**src/rtl/up_timer_pkg.sv**
```systemverilog
// Shared constants for the MM:SS up timer: FSM state encodings and digit moduli.
package up_timer_pkg;

    typedef enum logic [1:0] {
        ST_IDLE   = 2'd0,
        ST_RUN    = 2'd1,
        ST_PAUSED = 2'd2,
        ST_DONE   = 2'd3
    } state_t;

    localparam int DIGITS        = 4;
    localparam int DIGIT_BITS    = 4;
    localparam int SEC_UNITS_MOD = 10;
    localparam int SEC_TENS_MOD  = 6;
    localparam int MIN_UNITS_MOD = 10;
    localparam int MIN_TENS_MOD  = 6;

    // Digit index 0..3 = S0, S1, M0, M1 (least significant first).
    function automatic int digit_modulo(input int idx);
        case (idx)
            0:       return SEC_UNITS_MOD;
            1:       return SEC_TENS_MOD;
            2:       return MIN_UNITS_MOD;
            default: return MIN_TENS_MOD;
        endcase
    endfunction

endpackage

```
**src/rtl/up_timer_up_cnt.sv**
```systemverilog
// UP_CNT: modulo-N up counter stage with clock enable and carry out, built for cascading.
module up_timer_up_cnt #(
    parameter int MODULO   = 10,
    parameter int BITS_NUM = 4
) (
    input  logic                CLK,
    input  logic                CLR_N,
    input  logic                CLR,
    input  logic                CE,
    output logic [BITS_NUM-1:0] Q,
    output logic                CEO
);

    localparam logic [BITS_NUM-1:0] LAST = BITS_NUM'(MODULO - 1);

    logic [BITS_NUM-1:0] q_reg;
    logic [BITS_NUM-1:0] q_next;
    logic                at_last;

    assign at_last = (q_reg == LAST);

    always_comb begin
        q_next = q_reg;
        if (CLR) begin
            q_next = '0;
        end else if (CE) begin
            q_next = at_last ? '0 : q_reg + 1'b1;
        end
    end

    always_ff @(posedge CLK or negedge CLR_N) begin
        if (!CLR_N) begin
            q_reg <= '0;
        end else begin
            q_reg <= q_next;
        end
    end

    assign Q   = q_reg;
    assign CEO = CE & at_last;

endmodule

```
**src/rtl/up_timer.sv**
```systemverilog
// MM:SS up timer: four cascaded BCD stages gated by an IDLE/RUN/PAUSED/DONE controller.
module up_timer
    import up_timer_pkg::*;
#(
    parameter int WRAP      = 0,
    parameter bit START_RUN = 1'b0
) (
    input  logic       CLK,
    input  logic       CLR_N,
    input  logic       TICK,
    input  logic       START,
    input  logic       STOP,
    input  logic       CLEAR,
    output logic [3:0] S0,
    output logic [3:0] S1,
    output logic [3:0] M0,
    output logic [3:0] M1,
    output logic       RUNNING,
    output logic       DONE,
    output logic       CEO
);

    localparam bit HOLD_AT_MAX = (WRAP == 0);

    state_t state_reg;
    state_t state_next;
    logic   running_reg;
    logic   done_reg;

    logic [DIGIT_BITS-1:0] digit [DIGITS];
    logic [DIGITS:0]       carry;
    logic [DIGITS-1:0]     is_max;
    logic                  at_max;
    logic                  in_run;
    logic                  count_en;
    logic                  unused_wrap_carry;

    assign in_run = (state_reg == ST_RUN);
    assign at_max = &is_max;

    // In hold mode the last tick must not roll the cascade over to 00:00.
    assign count_en = TICK & in_run & ~STOP & ~CLEAR & ~(HOLD_AT_MAX & at_max);
    assign carry[0] = count_en;

    genvar gi;
    generate
        for (gi = 0; gi < DIGITS; gi++) begin : g_digit
            up_timer_up_cnt #(
                .MODULO   (digit_modulo(gi)),
                .BITS_NUM (DIGIT_BITS)
            ) u_cnt (
                .CLK   (CLK),
                .CLR_N (CLR_N),
                .CLR   (CLEAR),
                .CE    (carry[gi]),
                .Q     (digit[gi]),
                .CEO   (carry[gi+1])
            );
            assign is_max[gi] = (digit[gi] == DIGIT_BITS'(digit_modulo(gi) - 1));
        end
    endgenerate

    assign unused_wrap_carry = carry[DIGITS];

    always_comb begin
        state_next = state_reg;
        if (CLEAR) begin
            state_next = ST_IDLE;
        end else begin
            case (state_reg)
                ST_IDLE:   if (START && !STOP) state_next = ST_RUN;
                ST_RUN: begin
                    if (STOP) begin
                        state_next = ST_PAUSED;
                    end else if (TICK && at_max && HOLD_AT_MAX) begin
                        state_next = ST_DONE;
                    end
                end
                ST_PAUSED: if (START && !STOP) state_next = ST_RUN;
                default:   state_next = ST_DONE;
            endcase
        end
    end

    always_ff @(posedge CLK or negedge CLR_N) begin
        if (!CLR_N) begin
            state_reg   <= START_RUN ? ST_RUN : ST_IDLE;
            running_reg <= START_RUN;
            done_reg    <= 1'b0;
        end else begin
            state_reg   <= state_next;
            running_reg <= (state_next == ST_RUN);
            done_reg    <= (state_next == ST_DONE);
        end
    end

    assign S0      = digit[0];
    assign S1      = digit[1];
    assign M0      = digit[2];
    assign M1      = digit[3];
    assign RUNNING = running_reg;
    assign DONE    = done_reg;
    // Gated by CLR_N so a START_RUN build cannot flag a carry while held in reset.
    assign CEO     = CLR_N & TICK & in_run & at_max;

endmodule

```
**config.mk**
```make
export PLATFORM = sky130hd
export DESIGN_NAME = up_timer
export DESIGN_NICKNAME = d
export VERILOG_FILES = /design/src/rtl/up_timer_pkg.sv /design/src/rtl/up_timer_up_cnt.sv /design/src/rtl/up_timer.sv
export SDC_FILE = /design/constraint.sdc
export NUM_CORES = 1
export LEC_CHECK = 0
export BUFFER_PORTS_ARGS = -buffer_cell sky130_fd_sc_hd__buf_2
export CORE_ASPECT_RATIO = 1.2
export CORE_MARGIN = 1.5
export CORE_UTILIZATION = 58
export CTS_CLUSTER_DIAMETER = 150
export CTS_CLUSTER_SIZE = 10
export DETAILED_ROUTE_END_ITERATION = 16
export GPL_TIMING_DRIVEN = 1
export HOLD_SLACK_MARGIN = 0.05
export MAX_ROUTING_LAYER = met4
export PLACE_DENSITY_LB_ADDON = 0.05
export SYNTH_ARGS = -nofsm -noshare
export SYNTH_HDL_FRONTEND = slang
export SYNTH_HIERARCHICAL = 1
export SYNTH_SLANG_ARGS = --single-unit
```
**constraint.sdc**
```tcl
create_clock -name CLK -period 3.85 [get_ports CLK]
set_input_delay 0 -clock CLK [delete_from_list [all_inputs] [get_ports CLK]]
set_output_delay 0 -clock CLK [all_outputs]
set_load 0.1 [all_outputs]
```
# --- Yosys cells after proc, flatten, opt, wreduce, memory -nomap -nowiden ---
# Index checks and enable logic that the tools add are counted.
totals:
  ff_bits: 20
  input_bits: 6
  out_inout_bits: 19
  word_cells: 59
op_classes:
  n_addsub: 4
  n_eq_ne: 8
  muxes: 17
  bitwise: 13
  reduce_logical: 10
ops:
  columns: ["operator", "n"]
  rows:
  - ["$mux W4", 12]
  - ["$add A4 B1 Y4 const B", 4]
  - ["$and A1 B1 Y1", 10]
  - ["$eq A4 B3 Y1 const B", 2]
  - ["$eq A4 B4 Y1 const B", 2]
  - ["$mux W2", 4]
  - ["$reduce_bool A2 Y1", 4]
  - ["$eq A2 B1 Y1 const B", 2]
  - ["$eq A2 B2 Y1 const B", 2]
  - ["$pmux W2 S2", 1]
  - ["$reduce_and A4 Y1", 1]
  - ["$not A1 Y1", 3]
  - ["$logic_and A1 B1 Y1", 2]
  - ["$logic_not A2 Y1", 1]
  - ["$reduce_or A2 Y1", 1]
  - ["$logic_not A1 Y1", 1]

# --- Logic depth before layout (Yosys ltp) ---
# Gate-level depths: netlist of the first run.
logic_depth:
  word_depth: 10
  ltp_mapped: 11
  depth_no_buf: 11

# --- By module ---
# Netlist of the first run, hierarchy kept.
modules_own_cells:
  columns: ["mod", "n_inst", "cells_per_inst", "area_each_um2", "seq_area_each_um2"]
  rows:
  - ["up_timer_up_cnt (g_digit[0].u_cnt ...)", 2, 26, 241.5, 100.1]
  - ["up_timer_up_cnt (g_digit[1].u_cnt ...)", 2, 23, 234.0, 100.1]
  - ["up_timer", 1, 30, 284.0, 100.1]

# --- Worst setup path after synthesis of the first run ---
# Ideal clock, no wire load.
synth_timing:
  path_kind: "reg-to-output"
  start: "register g_digit[0].u_cnt.q_reg[0]"
  end: "output CEO"
  arrival_time_ns: 3.997
  required_time_ns: 3.850
  setup_slack_ns: -0.147
  stages_incl_launch_ff: 4
  n_path_buf: 0
  path_cell_list: "dfrtp_1 -> nand4bb_1 -> or4_4 -> nor3b_1"
synth_via:
  elab_chain_cells: 3
synth_rtl:
  columns: ["element", "line", "source"]
  rows:
  - ["start, declared", "up_timer_up_cnt.sv:16", "logic [BITS_NUM-1:0] q_reg;"]
  - ["start signal, assigned", "up_timer_up_cnt.sv:35", "q_reg <= q_next;"]
  - ["$eq A4 B4 Y1", "up_timer.sv:59", "assign is_max[gi] = (digit[gi] == DIGIT_BITS'(digit_modulo(gi) - 1));"]
  - ["$reduce_and A4 Y1", "up_timer.sv:39", "assign at_max = &is_max;"]
  - ["$and A1 B1 Y1", "up_timer.sv:104", "assign CEO = CLR_N & TICK & in_run & at_max;"]
  - ["end, declared", "up_timer.sv:20", "output logic CEO"]
# No other way between the ends.

# --- Worst setup path after layout of the first run ---
layout_timing:
  start: "register g_digit[0].u_cnt.q_reg[0]"
  end: "register g_digit[3].u_cnt.q_reg[3]"
layout_via:
  elab_chain_cells: 8
layout_rtl:
  columns: ["element", "line", "source"]
  rows:
  - ["$eq A4 B4 Y1", "up_timer.sv:59", null]
  - ["$reduce_and A4 Y1", "up_timer.sv:39", null]
  - ["$not A1 Y1", "up_timer.sv:42", "assign count_en = TICK & in_run & ~STOP & ~CLEAR & ~(HOLD_AT_MAX & at_max);"]
  - ["$and A1 B1 Y1", "up_timer.sv:42", null]
  - ["net carry[0]", "up_timer.sv:31", "logic [DIGITS:0] carry;"]
  - ["$and A1 B1 Y1", "up_timer_up_cnt.sv:40", "assign CEO = CE & at_last;"]
  - ["net carry[1]", "up_timer.sv:31", null]
  - ["$and A1 B1 Y1", "up_timer_up_cnt.sv:40", null]
  - ["net carry[2]", "up_timer.sv:31", null]
  - ["$and A1 B1 Y1", "up_timer_up_cnt.sv:40", null]
  - ["net carry[3]", "up_timer.sv:31", null]
  - ["$reduce_bool A2 Y1 (no source line)", null, null]
  - ["end signal, assigned", "up_timer_up_cnt.sv:35", null]
  - ["end, declared", "up_timer_up_cnt.sv:16", null]
# The timed path passes the listed nets, and every way through them passes these cells.
# A chain may end at the register's enable or synchronous reset.

==> metrics.md, run 1 <==
| Metric | Value |
|---|---|
| Worst-Margin Slew | 0.488 ns |
| Max cap viols | 0 |
| Syn Area/Cell | approximately 9.6 sq um |
| Post-CTS Setup Inserts | 0 |
| Period utilization | 79.5% |
| Worst min path class | in -> reg |
| Gate count of the mapped netlist | 127 |
| Kind of critical path | reg -> reg |
| Initial antenna violation count | 0 |
| Fill count | roughly 160 |
| Placement Rows | 18 |
| Setup violators final | 0 |
| Fraction of layout instances using a drive strength above 1 | 24.5% |
| Worst R2R End | g_digit[3].u_cnt/Q[3] |
| Max-slew violations | 0 |
| Max Clock Skew | 0.00332 ns |
| Number of global-route vias before repair | between 800 and 900 |
| Crit path DAT | 3.29 ns |
| Die ar. | 2400 sq um |
| R2r worst-path depth | 11 |
| Starting Density | 60.4% |
| Hold Crit Endpoint | state_reg[1] |
| Mapped cell area | 1220 sq um |
| Outcome | complete, no violations |
| R2r setup slk | 0.79 ns |
| Synthesis warning total | 6 |
| CTS tree | done |
| Port bufs | 24 |
| N_diodes | 0 |
| Max VDD drop | 0.228 mV |
| Ports | 25 |
| Chip height | 53.3 um |
| Iteration-0 DRC Markers | 25 |
| First-pass GRT wire length | 4000 um |
| Largest net degree at the start of global routing | 22 |
| Post-route DRC violation count | 0 |
| Gr ovfl total | 0 |
| Post-DR wirelength/cell | 14.2 um |
| DP HPWL | 1810 um |
| H-tree Lvls | 1 |
| Leakage | ~0.64 nW |
| Power Density | 241 nW/um^2 |
| FF/Latch Area | around 500 sq um |
| Core area | between 2000 and 2500 sq um |
| Reg2Reg Launch Point | g_digit[0].u_cnt/Q[0] |
| RSZ-0062 raised after global routing | no |
| Worst-case clock buffer depth | 2 |
| Top fanout value on the critical path | 8 |
| NumNets Final | 171 |
| Hold Path Origin | STOP |
| Setup crit end kind | register |
| Final wirelength | between 2000 and 2500 um |
| Multi-input gate area | 681 sq um |
| Post_cts resized | 0 |
| Max reg flops | 16 |
| Setup TNS | 0 ns |
| Clk Tree Root Cell | clkbuf_4 |
| Drt first pass iters | 4 |
| Achievable Freq | 0.327 GHz |
| Hold Path Stages | 3 |
| Post-DRT Antenna Nets | 0 |
| Total power | 339 uW |
| Crit path time final | between 3 and 4 ns |
| Final hold vios | 0 |
| Clk Latency, worst-skew pair | about 0.29 ns |
| Vias per cell | 6.04 |
| Final GP Congestion | around 0.88 |
| CTS Sinks | 20 |
| Syn nets | 141 |
| Total track usage | 23.6% |
| Routed vias | 1,057 |
| Worst Path Required | 4.08 ns |
| Clock-pin transition on the worst setup and hold timing paths | 0.10 ns |
| Number of buffers created by CTS | 3 |
| Worst setup SP type | register |
| Area Overhead vs Synth | 14.9% |
| Chip width | 45.0 um |
| Relative slew margins | 67.7% |
[cell type report]
cell class / count / share of cell area (%)
sequential: 20 / 35.6
timing repair buffer: 25 / 9.24
inverter: 13 / 3.47
clock buffer: 3 / 1.60
multi-input combinational: 94 / 48.4
tap: 20 / 1.78
[placed cells by master, fill, tap and decap left out, drive strengths merged, types with 2 or more instances in the layout]
cell	n
o21ai	5
ha	8
nor2	3
and4b	2
clkbuf	3
a21oi	17
or3	2
buf	24
nand4	2
a21boi	2
nand2b	5
inv	13
and4	2
a311oi	2
dfrtp	20
nor3b	3
nand3b	12
nand4bb	4
a211o	3
a211oi	2
nand2	12
a21o	2
[stage by stage]
step	cell area, sq um	cells	utilization [%]	setup slack [ns]	hold WS (ns)
after floorplan	1230	127	-	0.510	-0.296
after global placement	1380	171	67.8	1.01	-0.0305
after detailed placement	1380	171	67.8	0.851	-0.0287
after CTS	1410	175	69.4	0.801	0.0568
after global routing	1410	175	69.4	0.517	0.0735
final	1410	175	69.4	0.791	0.0609
[routing by layer]
layer  track usage (%)  vias up  wire (um)
met3              2.05        5         89
li1                  -      527          -
met2              34.0       29       1210
met4              8.82        0         37
met5                 -        -          0
met1              34.1      496       1140
[worst max-delay path, stage by stage, from the launching register on]
cell       delay [ns]
dfrtp_1          0.48
nand4bb_1        0.17
or4_4            0.17
and4_1           0.30
inv_1            0.10
nor2_1           0.37
and4_2           0.37
inv_1            0.08
nor2_1           0.34
nand4_1          0.16
or3_1            0.34
a21oi_2          0.11
[power breakdown]
group / internal, mW / switching (mW) / leakage (nW) / total (mW)
registers: 0.212 / 0.00144 / 0.277 / 0.213
logic: 0.00712 / 0.0238 / 0.345 / 0.0309
clock network: 0.0364 / 0.0584 / 0.0138 / 0.0948
[how the worst max path moves through the flow]
stage / from / to / slack (ns)
floorplan: g_digit[0].u_cnt/Q[1] / g_digit[3].u_cnt/Q[3] / 0.51
global placement: g_digit[0].u_cnt/Q[1] / g_digit[3].u_cnt/Q[3] / 1.01
detailed placement: g_digit[0].u_cnt/Q[1] / g_digit[3].u_cnt/Q[3] / 0.85
CTS: g_digit[0].u_cnt/Q[1] / g_digit[3].u_cnt/Q[3] / 0.80
global route: g_digit[0].u_cnt/Q[1] / g_digit[3].u_cnt/Q[3] / 0.52
finish: g_digit[0].u_cnt/Q[0] / g_digit[3].u_cnt/Q[3] / 0.79
[repair_timing]
action                                 in CTS  in global routing
hold buffers                                1                  0
endpoints found under the hold margin      20                  0
setup endpoints to repair                   0                  0
Power figures use the tool's default switching activity.
==> run 2: changes to the inputs <==
- CORE_UTILIZATION: 58 -> 53
- clock period: 3.85 -> 3 ns (I/O delays scaled with it)
==> run 2 against run 1 <==
- critical path depth unchanged
- largest cell class unchanged
- via count grew 1.0%
- die area up 8.9%
- wire length is 4.0% higher
- sequential power up 29%
- design area up 3.8%
- combinational power up 30%
- clock power grew 42%
- total power up 32%
- core utilization decreased by 0.41 points
- highest routed layer unchanged
- sequential cell count did not move
- non-clock buffer count is 1 higher
==> metrics.md, run 2 (synthesized netlist as in run 1, its figures left out) <==
| Metric | Value |
|---|---|
| Outcome | complete, no violations |
| Hold slack | 0.0578 ns (-0.00314 ns) |
| Iteration-0 DRC Markers | 14 (-44%) |
| Worst R2R End | g_digit[3].u_cnt/Q[3] |
| Worst setup SP type | register |
| Routed vias | 1,068 (+1.0%) |
| Power Density | 307 nW/um^2 (+27%) |
| Met3 usage | 3.25% (+1.2 points) |
| Hold Crit Endpoint | state_reg[1] |
| Post-route DRC violation count | 0 (unchanged) |
| Fraction of layout instances using a drive strength above 1 | 36.3% (+12 points) |
| Period utilization | 90.8% (+11 points) |
| Core area | 2120 sq um (+4.4%) |
| Chip width | 46.9 um (+4.3%) |
| Met1 usage | 28.8% (-5.3 points) |
| Max-slew violations | 0 (unchanged) |
| DP HPWL | 1870 um (+3.5%) |
| Ports | 25 (unchanged) |
| Fill count | 184 (+16%) |
| Most frequent cells in the layout | buf_2, dfrtp_2, inv_1, a21oi_1, nand3b_1 |
| Kind of critical path | reg -> reg |
| Worst min path class | in -> reg |
| Final hold vios | 0 (unchanged) |
| Setup violators final | 0 (unchanged) |
| Initial antenna violation count | 0 (unchanged) |
| Post-DR wirelength/cell | 13.8 um (-2.7%) |
| CTS Sinks | 20 (unchanged) |
| Worst-case clock buffer depth | 2 (unchanged) |
| Commonest non-fill, non-tap cell in the layout | buf_2 |
| RSZ-0062 raised after global routing | no |
| R2r setup slk | 0.28 ns (-0.52 ns) |
| Leakage | 0.616 nW (-3.2%) |
| H-tree Lvls | 1 (unchanged) |
| Area Overhead vs Synth | 19.3% |
| Starting Density | 57.9% (-2.6 points) |
| Number of buffers created by CTS | 3 (unchanged) |
| Number of global-route vias before repair | 1,046 (+18%) |
| Final wirelength | 2580 um (+4.0%) |
| Crit path time final | 2.72 ns (-0.335 ns) |
| Total track usage | 23.2% (-0.31 points) |
| N_diodes | 0 (unchanged) |
| NumNets Final | 172 (+0.58%) |
| Final GP Congestion | 0.734 (-17%) |
| Max cap viols | 0 (unchanged) |
| Max Clock Skew | 0.00913 ns (+0.00581 ns) |
| Reg2Reg Launch Point | g_digit[0].u_cnt/Q[0] |
| Clock-pin transition on the worst setup and hold timing paths | 0.12 ns (+0.02 ns) |
| Post-CTS Setup Inserts | 0 (unchanged) |
| Placement Rows | 18 (unchanged) |
| Setup TNS | 0 ns (unchanged) |
| First-pass GRT wire length | 4440 um (+11%) |
| Hold Path Origin | STOP |
| Vias per cell | 5.71 (-5.4%) |
| FF/Latch Area | 520 sq um (+4.0%) |
| CTS tree | done |
| Top fanout value on the critical path | 8 (unchanged) |
| Clk Latency, worst-skew pair | 0.31 ns (+0.02 ns) |
| Multi-input gate area | 691 sq um (+1.5%) |
| Chip height | 55.7 um (+4.4%) |
| Hold Path Stages | 3 (unchanged) |
| Relative slew margins | 67.5% (-0.23 points) |
| Port bufs | 24 (unchanged) |
| Clk Tree Root Cell | clkbuf_4 |
| Worst Path Required | 3.23 ns (-0.85 ns) |
| Post-DRT Antenna Nets | 0 (unchanged) |
| Met2 Resource Use GR | 37.2% (+3.1 points) |
| Gr ovfl total | 0 (unchanged) |
| Worst-Margin Slew | 0.491 ns (+0.00342 ns) |
| Drt first pass iters | 4 (unchanged) |
| Max reg flops | 16 (unchanged) |
| Setup crit end kind | register |
| Crit path DAT | 2.95 ns (-0.34 ns) |
| Max VDD drop | 0.223 mV (-2.1%) |
| Largest net degree at the start of global routing | 22 (unchanged) |
| Layer with the highest usage | met2 |
| Die ar. | 2610 sq um (+8.9%) |
| R2r worst-path depth | 11 (unchanged) |
| Core Util, Final | 69.0% (-0.41 points) |
| Achievable Freq | 0.367 GHz (+12%) |
run 2: cell types whose count changed in the layout (fill, tap and decap cells not counted), sizes merged:
cell    before  now
buf         24   25
clkbuf       3    4
run 2: stage by stage:
step                      power, mW  instance area (sq um)  setup WS, ns  std cells
after floorplan               0.300                   1250       0.00264        127
after global placement        0.318                   1420         0.154        182
after detailed placement      0.319                   1420        0.0756        182
after CTS                     0.453                   1450        0.0274        187
after global routing          0.471                   1460        0.0487        187
final                         0.449                   1460         0.276        187
run 2: per-layer routing:
layer	routed length [um]	share of wire, %	vias to the layer above
li1	-	-	528
met1	1170	45	513
met2	1290	50	22
met3	76	2.9	5
met4	46	1.8	0
met5	0	0	-
run 2: area by class of cell:
type | count | share of cell area [%]
timing repair buffer | 26 | 9.42
sequential | 20 | 35.6
tap | 30 | 2.57
clock buffer | 4 | 1.80
multi-input combinational | 94 | 47.3
inverter | 13 | 3.34
run 2: how the worst max path moves through the flow:
stage / from / to / slack [ns] / cells after the start
final: g_digit[0].u_cnt/Q[0] / g_digit[3].u_cnt/Q[3] / 0.28 / 11
after global routing: g_digit[0].u_cnt/Q[0] / g_digit[3].u_cnt/Q[3] / 0.05 / 11
after CTS: g_digit[0].u_cnt/Q[0] / g_digit[3].u_cnt/Q[3] / 0.03 / 11
after detailed placement: g_digit[0].u_cnt/Q[1] / g_digit[3].u_cnt/Q[3] / 0.08 / 11
after global placement: g_digit[0].u_cnt/Q[3] / g_digit[3].u_cnt/Q[3] / 0.15 / 11
after floorplan: g_digit[0].u_cnt/Q[1] / g_digit[3].u_cnt/Q[3] / 0.003 / 11
run 2: worst max-delay path, cell delays in order (launching register included):
cell	delay (ns)
dfrtp_2	0.47
nand4bb_1	0.15
or4_4	0.16
and4_1	0.30
inv_1	0.13
nor2_4	0.20
and4_2	0.32
inv_1	0.09
nor2_2	0.23
nand4_1	0.14
or3_1	0.34
a21oi_2	0.12
run 2: what timing repair did:
action | in CTS | in global routing
setup endpoints to repair | 0 | 1
gates resized for setup | 0 | 3
hold buffers | 1 | 0
endpoints found under the hold margin | 20 | 0
run 2: power by group:
| group | internal [mW] | total (mW) | switching [mW] |
|---|---|---|---|
| Sequential | 0.272 | 0.274 | 0.00182 |
| Clock | 0.0519 | 0.135 | 0.0830 |
| Combinational | 0.00915 | 0.0401 | 0.0310 |
